**src/rtl/alu_req_seq.sv**
```systemverilog
// Request sequencer for a 4-bit ALU. It registers one operation onto the ALU ports and spends one
// EXEC cycle on it. The shaped result then goes into a two-entry in-order response FIFO.
module alu_req_seq (
    input  logic       clk,
    input  logic       rst_n,
    input  logic       req_valid,
    output logic       req_ready,
    input  logic [2:0] req_op,
    input  logic [3:0] req_x,
    input  logic [3:0] req_y,
    output logic [2:0] alu_select,
    output logic       alu_in_c,
    output logic [3:0] alu_in_x,
    output logic [3:0] alu_in_y,
    input  logic [3:0] alu_out_s,
    input  logic       alu_out_c,
    input  logic       alu_zero,
    input  logic       alu_overflow,
    output logic       rsp_valid,
    input  logic       rsp_ready,
    output logic [3:0] rsp_s,
    output logic [3:0] rsp_flags,
    output logic [7:0] err_cnt
);

    localparam logic [0:0] IDLE = 1'b0;
    localparam logic [0:0] EXEC = 1'b1;

    localparam logic [2:0] OP_ADD = 3'b000;
    localparam logic [2:0] OP_SUB = 3'b001;
    localparam logic [2:0] OP_SLT = 3'b110;
    localparam logic [2:0] OP_RSV = 3'b111;

    logic [0:0] state;
    logic [7:0] fifo_mem [2];
    logic       wr_ptr;
    logic       rd_ptr;
    logic [1:0] count;
    logic       accept;
    logic       push;
    logic       pop;
    logic [7:0] rsp_entry;

    // Packs {err, c, z, ov, s[3:0]} for one completed operation.
    function automatic logic [7:0] shape_rsp(input logic [2:0] op, input logic [3:0] s,
                                             input logic c, input logic z, input logic ov);
        logic [3:0] res;
        logic [3:0] flg;
        res = s;
        flg = {2'b00, (s == 4'd0), 1'b0};
        case (op)
            OP_ADD, OP_SUB: flg = {1'b0, c, z, ov};
            OP_SLT: begin
                res = {3'b000, s[0]};
                flg = {1'b0, c, (res == 4'd0), ov};
            end
            OP_RSV: begin
                res = 4'd0;
                flg = 4'b1000;
            end
            default: flg = {2'b00, (s == 4'd0), 1'b0};
        endcase
        return {flg, res};
    endfunction

    function automatic logic [7:0] sat_inc(input logic [7:0] v);
        return (v == 8'hFF) ? v : v + 8'd1;
    endfunction

    assign req_ready = (state == IDLE) && (count < 2'd2);
    assign accept    = req_valid && req_ready;
    assign push      = (state == EXEC);
    assign rsp_valid = (count != 2'd0);
    assign pop       = rsp_valid && rsp_ready;
    assign rsp_entry = shape_rsp(alu_select, alu_out_s, alu_out_c, alu_zero, alu_overflow);
    assign rsp_s     = rsp_valid ? fifo_mem[rd_ptr][3:0] : 4'd0;
    assign rsp_flags = rsp_valid ? fifo_mem[rd_ptr][7:4] : 4'd0;

    always_ff @(posedge clk or negedge rst_n) begin
        if (!rst_n) begin
            state <= IDLE;
        end else begin
            case (state)
                IDLE:    if (accept) state <= EXEC;
                EXEC:    state <= IDLE;
                default: state <= IDLE;
            endcase
        end
    end

    // ALU port registers only move on an accepted request
    always_ff @(posedge clk or negedge rst_n) begin
        if (!rst_n) begin
            alu_select <= 3'd0;
            alu_in_c   <= 1'b0;
            alu_in_x   <= 4'd0;
            alu_in_y   <= 4'd0;
        end else if (accept) begin
            alu_select <= req_op;
            alu_in_c   <= (req_op == OP_SUB) || (req_op == OP_SLT);
            alu_in_x   <= req_x;
            alu_in_y   <= req_y;
        end
    end

    always_ff @(posedge clk or negedge rst_n) begin
        if (!rst_n) begin
            fifo_mem[0] <= 8'd0;
            fifo_mem[1] <= 8'd0;
            wr_ptr      <= 1'b0;
            rd_ptr      <= 1'b0;
            count       <= 2'd0;
        end else begin
            if (push) begin
                fifo_mem[wr_ptr] <= rsp_entry;
                wr_ptr           <= ~wr_ptr;
            end
            if (pop) rd_ptr <= ~rd_ptr;
            case ({push, pop})
                2'b10:   count <= count + 2'd1;
                2'b01:   count <= count - 2'd1;
                default: count <= count;
            endcase
        end
    end

    always_ff @(posedge clk or negedge rst_n) begin
        if (!rst_n) begin
            err_cnt <= 8'd0;
        end else if (push && (alu_select == OP_RSV)) begin
            err_cnt <= sat_inc(err_cnt);
        end
    end

endmodule

```
**config.mk**
```make
export PLATFORM = sky130hd
export DESIGN_NAME = alu_req_seq
export DESIGN_NICKNAME = d
export VERILOG_FILES = /design/src/rtl/alu_req_seq.sv
export SDC_FILE = /design/constraint.sdc
export NUM_CORES = 1
export LEC_CHECK = 0
export ABC_AREA = 1
export BUFFER_PORTS_ARGS = -buffer_cell sky130_fd_sc_hd__buf_2
export CAP_MARGIN = 20
export CORE_MARGIN = 2
export CORE_UTILIZATION = 50
export DETAILED_ROUTE_END_ITERATION = 6
export PLACE_DENSITY = 0.76
export RECOVER_POWER = 100
export SYNTH_ARGS = -nofsm -noshare
export SYNTH_HDL_FRONTEND = slang
export SYNTH_SLANG_ARGS = --single-unit
```
**constraint.sdc**
```tcl
create_clock -name clk -period 1.6 [get_ports clk]
set_input_delay 0.24 -clock clk [delete_from_list [all_inputs] [get_ports clk]]
set_output_delay 0.24 -clock clk [all_outputs]
set_load 0.05 [all_outputs]
```
=== Word level (Yosys, flattened, before mapping) ===
Cells that the tools add are included.
Widths: inputs -> output; s select.

* Output and inout bits: 30
* Memories kept: 0
* Bits in read-only memories: 0
* Memory bits (writable): 0
* Flip-flop bits (word level): 41
* Logic and storage cells: 58
* Bits in latches: 0
* Bits of input ports: 22

* Divide/modulo/power cells: 0
* Add/sub/neg operators: 3
* $mul: 0
* Eq/ne operators: 8
* Multiplexer cells: 13
* Bitwise logic cells: 7
* Magnitude comparators: 4
* Reduce and logical (&&, ||, !) cells: 12
* Shift-type cells: 0

{| class="wikitable"
|+ Operators by type and width
! kind !! number
|-
| $mux 8 || 4
|-
| $bwmux 16 || 1
|-
| $pmux 4 s3 || 1
|-
| $eq 3x3->1 const B || 3
|-
| $add 8x1->8 const B || 1
|-
| $demux 8 s1 || 1
|-
| $eq 8x8->1 const B || 1
|-
| $mux 4 || 2
|-
| $pmux 4 s2 || 1
|-
| $eq 3x1->1 const B || 2
|-
| $logic_and 1x1->1 || 5
|-
| $not 1->1 || 5
|-
| $ge 2x2->1 const B || 2
|-
| $logic_not 4->1 || 1
|-
| $not 1->2 || 2
|-
| $pmux 2 s2 || 1
|-
| $reduce_bool 2->1 || 2
|-
| $logic_not 3->1 || 1
|-
| $add 2x1->2 const B || 1
|-
| $eq 2x1->1 const B || 1
|-
| $eq 2x2->1 const B || 1
|-
| $lt 2x1->1 const B || 1
|-
| $lt 2x2->1 const B || 1
|-
| $pmux 1 s2 || 1
|-
| other kinds (5) || 5
|}

=== Logic depth before layout (Yosys ltp) ===
* Word-level depth: 6
* Depth in mapped cells: 8
* Gate-level depth less buffers: 8

=== Worst setup path after synthesis ===
Ideal clock, no wire load.

* Kind: flip-flop to output port
* Start: register count[0]
* End: output port rsp_s[0]
* Cell stages (with the launch flop): 5
* Arrival time: 1.775 ns
* Setup slack: -0.415 ns
* Cell sequence: dfrtp_1 -> nor2_1 -> inv_1 -> o21ai_0 -> a21oi_1

* Longest elaborated chain between the ends: 2

{| class="wikitable"
|+ RTL lines
! what !! RTL line !! text
|-
| start, declared || 38 || <nowiki>logic [1:0] count;</nowiki>
|-
| start signal, assigned || 120 || <nowiki>2'b10: count <= count + 2'd1;</nowiki>
|-
| start signal, assigned || 121 || <nowiki>2'b01: count <= count - 2'd1;</nowiki>
|-
| start signal, assigned || 122 || <nowiki>default: count <= count;</nowiki>
|-
| $reduce_bool 2->1 || 73 || <nowiki>assign rsp_valid = (count != 2'd0);</nowiki>
|-
| net rsp_valid || 19 || <nowiki>output logic rsp_valid,</nowiki>
|-
| $mux 4 || 76 || <nowiki>assign rsp_s = rsp_valid ? fifo_mem[rd_ptr][3:0] : 4'd0;</nowiki>
|-
| end, declared || 21 || <nowiki>output logic [3:0] rsp_s,</nowiki>
|}

The timed path passes the listed nets, and every way through them passes these cells.

=== Worst setup path after layout ===
* Start: register rd_ptr
* End: output port rsp_flags[2]

* Longest elaborated chain between the ends: 5

{| class="wikitable"
|+ RTL lines
! what !! RTL line !! text
|-
| start, declared || 37 || <nowiki>logic rd_ptr;</nowiki>
|-
| start signal, assigned || 118 || <nowiki>if (pop) rd_ptr <= ~rd_ptr;</nowiki>
|-
| $not 1->2 (implied by the code) || 77 || <nowiki>assign rsp_flags = rsp_valid ? fifo_mem[rd_ptr][7:4] : 4'd0;</nowiki>
|-
| $mux 8 (implied by the code) (3 in a row) || 77 ||
|-
| $mux 4 || 77 ||
|-
| end, declared || 22 || <nowiki>output logic [3:0] rsp_flags,</nowiki>
|}

Every way passes these cells. The select of a mux whose other input is x is not followed.

==> qor.csv <==
metric,value,unit
crit-reg2reg-launch,count[0],
cts_tree,built,
nNetsFinal,337,
clk_path_buf_depth,2,
core,3740,sq um
switching_power,2.70,mW
syn_nets,275,
post_drt_via_cell_ratio,4.76,
grt_use_total,21.5,%
leakage,1.39,nW
cts-root-buf,clkbuf_8,
tightest_slew,0.546,ns
yosys_warnings,0,
hp-start,req_x[3],
place_inst,348,
dpl_worst_slack,0.0825,ns
drtPass1Iterations,4,
synth.distinct_cells,24,
cts.htree.levels,2,
synthCells,249,
syn_to_final_growth,28.8,%
worst_setup_path_end_kind,output pin,
ant_nets,0,
synth_top_area_share,51.6,%
clock-sinks,41,
hold_path_depth,3,
multi_input_area,876,sq um
crit_slowest_cell,dfrtp_2,
globalRoute.totalOverflow,0,
finalSetupViolCount,0,
ff2ff_path_depth,6,
place_congestion,0.825,
yosys.area.top_type,dfrtp_1,
clk_pin_slew,0.08,ns
synth.area.top_cells,"dfrtp_1 (52%), nand2_1 (20%), inv_1 (4.9%), o21ai_0 (4.8%), a21oi_1 (2.5%)",
first_global_vias,1598,
initial_utilization,53.1,%
maxSlewViolCount,0,
crit_fanout,7,
start_kind,register,
clkPwrFrac,15.4,%
ys_ff_latch,41,
yosysSeqAreaShare,51.6,%
fillers,330,
min_period,1.54,ns
finClkSkew,0.00728,ns
grt_max_degree,23,
worstSetupPathType,register to output pin,
dp_hpwl,3040,um
internal_power,2.81,mW
rsz0062_at_grt,true,
drt_iter0_drc,79,
wl_per_cell,11.6,um
drc,0,
cap_violations,0,
synth.avg_cell_area,7.98,sq um
finalCritPeriodShare,96.2,%
tns,0,ns
fin_cells,360,
cp.arrival,1.30,ns
antenna_cells,0,
fp.dieH,67.1,um
grt_pass1_wl,7120,um
p_comb_share,53.3,%
r2r_slack,0.14,ns
required,1.36,ns
routed_wl,4180,um
power_per_cell_area,2150,nW/um^2
worst_slack,0.0602,ns
vias,1713,
dieWidth,67.1,um
synth_ff_type,dfrtp_1,
die_area,4500,sq um
hold_end,alu_in_x[3],
timing.slew.headroom,63.6,%
synthArstFlopShare,100,%
hold_viol,0,
portBuffers,51,
ios,52,
max_freq,0.649,GHz
ir_drop,1.26,mV
hp-class,input port to register,
antenna_found_initial,0,
synth_area,1990,sq um
row_count,22,
synth_edf_count,0,
cts_buffers,5,
seqPwrFrac,31.2,%
run_status,"complete, no violations",
max_stage_delay,0.44,ns
rr_endpoint,count[1],
switching_share,49.0,%
regArea,1030,sq um
timing.critical_path.cells,buf_4 > nand2_1 > a21oi_2 > buf_6,
drive_gt1_share,28.8,%
clk_latency,0.29,ns
-- cells by family after synthesis --
family,synth area share [%]
buf+inv,6.73
compound gates,8.43
fa+ha+maj,2.52
xor+xnor,2.64
simple gates,28.1
flops,51.6
-- registers in the layout (all words and copies together) (netlist names) --
name	count
err_cnt	8
count	2
rd_ptr	1
fifo_mem	16
alu_in_c	1
alu_in_x	4
alu_select	3
wr_ptr	1
push	1
alu_in_y	4
-- through the flow --
stage               utilization [%]  hold slack (ns)  power [mW]  cell area, sq um
floorplan                         -          -0.0556        3.81              2030
global placement               63.0            0.222        4.39              2360
detailed placement             63.0            0.221        4.44              2360
CTS                            67.2            0.132        5.42              2510
global route                   68.4            0.137        5.89              2560
finish                         68.4            0.140        5.51              2560
-- how the worst max path moves through the flow --
stage,cells past startpoint,startpoint,slack [ns],endpoint
after global routing,5,count[0],-0.01,rsp_s[1]
after floorplan,6,count[0],-0.06,count[1]
final,4,rd_ptr,0.06,rsp_flags[2]
after global placement,3,rd_ptr,0.12,rsp_s[1]
after detailed placement,3,rd_ptr,0.08,rsp_s[1]
after CTS,5,count[0],0.007,rsp_s[1]
-- layer usage --
metal | track usage, % | part of all wire [%]
met1 | 26.3 | 44
met2 | 36.9 | 49
met3 | 5.91 | 5.5
met4 | 6.12 | 1.2
met5 | 0 | 0
-- layout by cell type (no fill, tap or decap), types with 4 or more instances in the layout --
cell / instances
nand2_1: 105
buf_2: 42
dfrtp_1: 38
inv_1: 25
o21ai_0: 17
nand3_1: 9
a21oi_2: 8
buf_4: 7
nor2_1: 6
clkbuf_8: 6
buf_6: 6
inv_2: 4
xnor2_1: 4
ha_1: 4
-- worst max-delay path: cells and delay by family, from the launching register on --
kind | cells | cell delay (ns)
compound gates | 1 | 0.15
buf+inv | 2 | 0.35
simple gates | 1 | 0.08
flops | 1 | 0.44
-- cells in the mapped netlist, types with 2 or more instances --
cell / n
nand3_1: 9
nor2_1: 8
nor2_4: 2
inv_1: 26
xnor2_1: 4
nand2_2: 2
inv_2: 3
nand4_1: 3
o21ai_0: 19
dfrtp_1: 41
xor2_1: 2
nand2_1: 105
buf_2: 2
ha_1: 4
a21oi_1: 10
-- power groups by stage --
stage               registers [mW]  logic (mW)  clock network, mW
global route                  1.78        3.19              0.926
detailed placement            1.74        2.70                  0
CTS                           1.72        2.82              0.875
global placement              1.72        2.67                  0
floorplan                     2.24        1.57                  0
finish                        1.72        2.94              0.851
-- layout make-up --
type	count	area share, %
timing repair buffer	58	14.3
inverter	30	4.40
clock buffer	7	3.37
tap	48	2.35
clock inverter	1	1.17
sequential	41	40.2
multi-input combinational	175	34.2
-- repair_timing --
action                                 CTS  global route
endpoints found under the hold margin   19             0
setup endpoints to repair                8             9
hold buffers                             1             0
setup buffers                            1             2
gates resized for setup                 11            12
No activity file was read; power rests on OpenSTA's default activity.
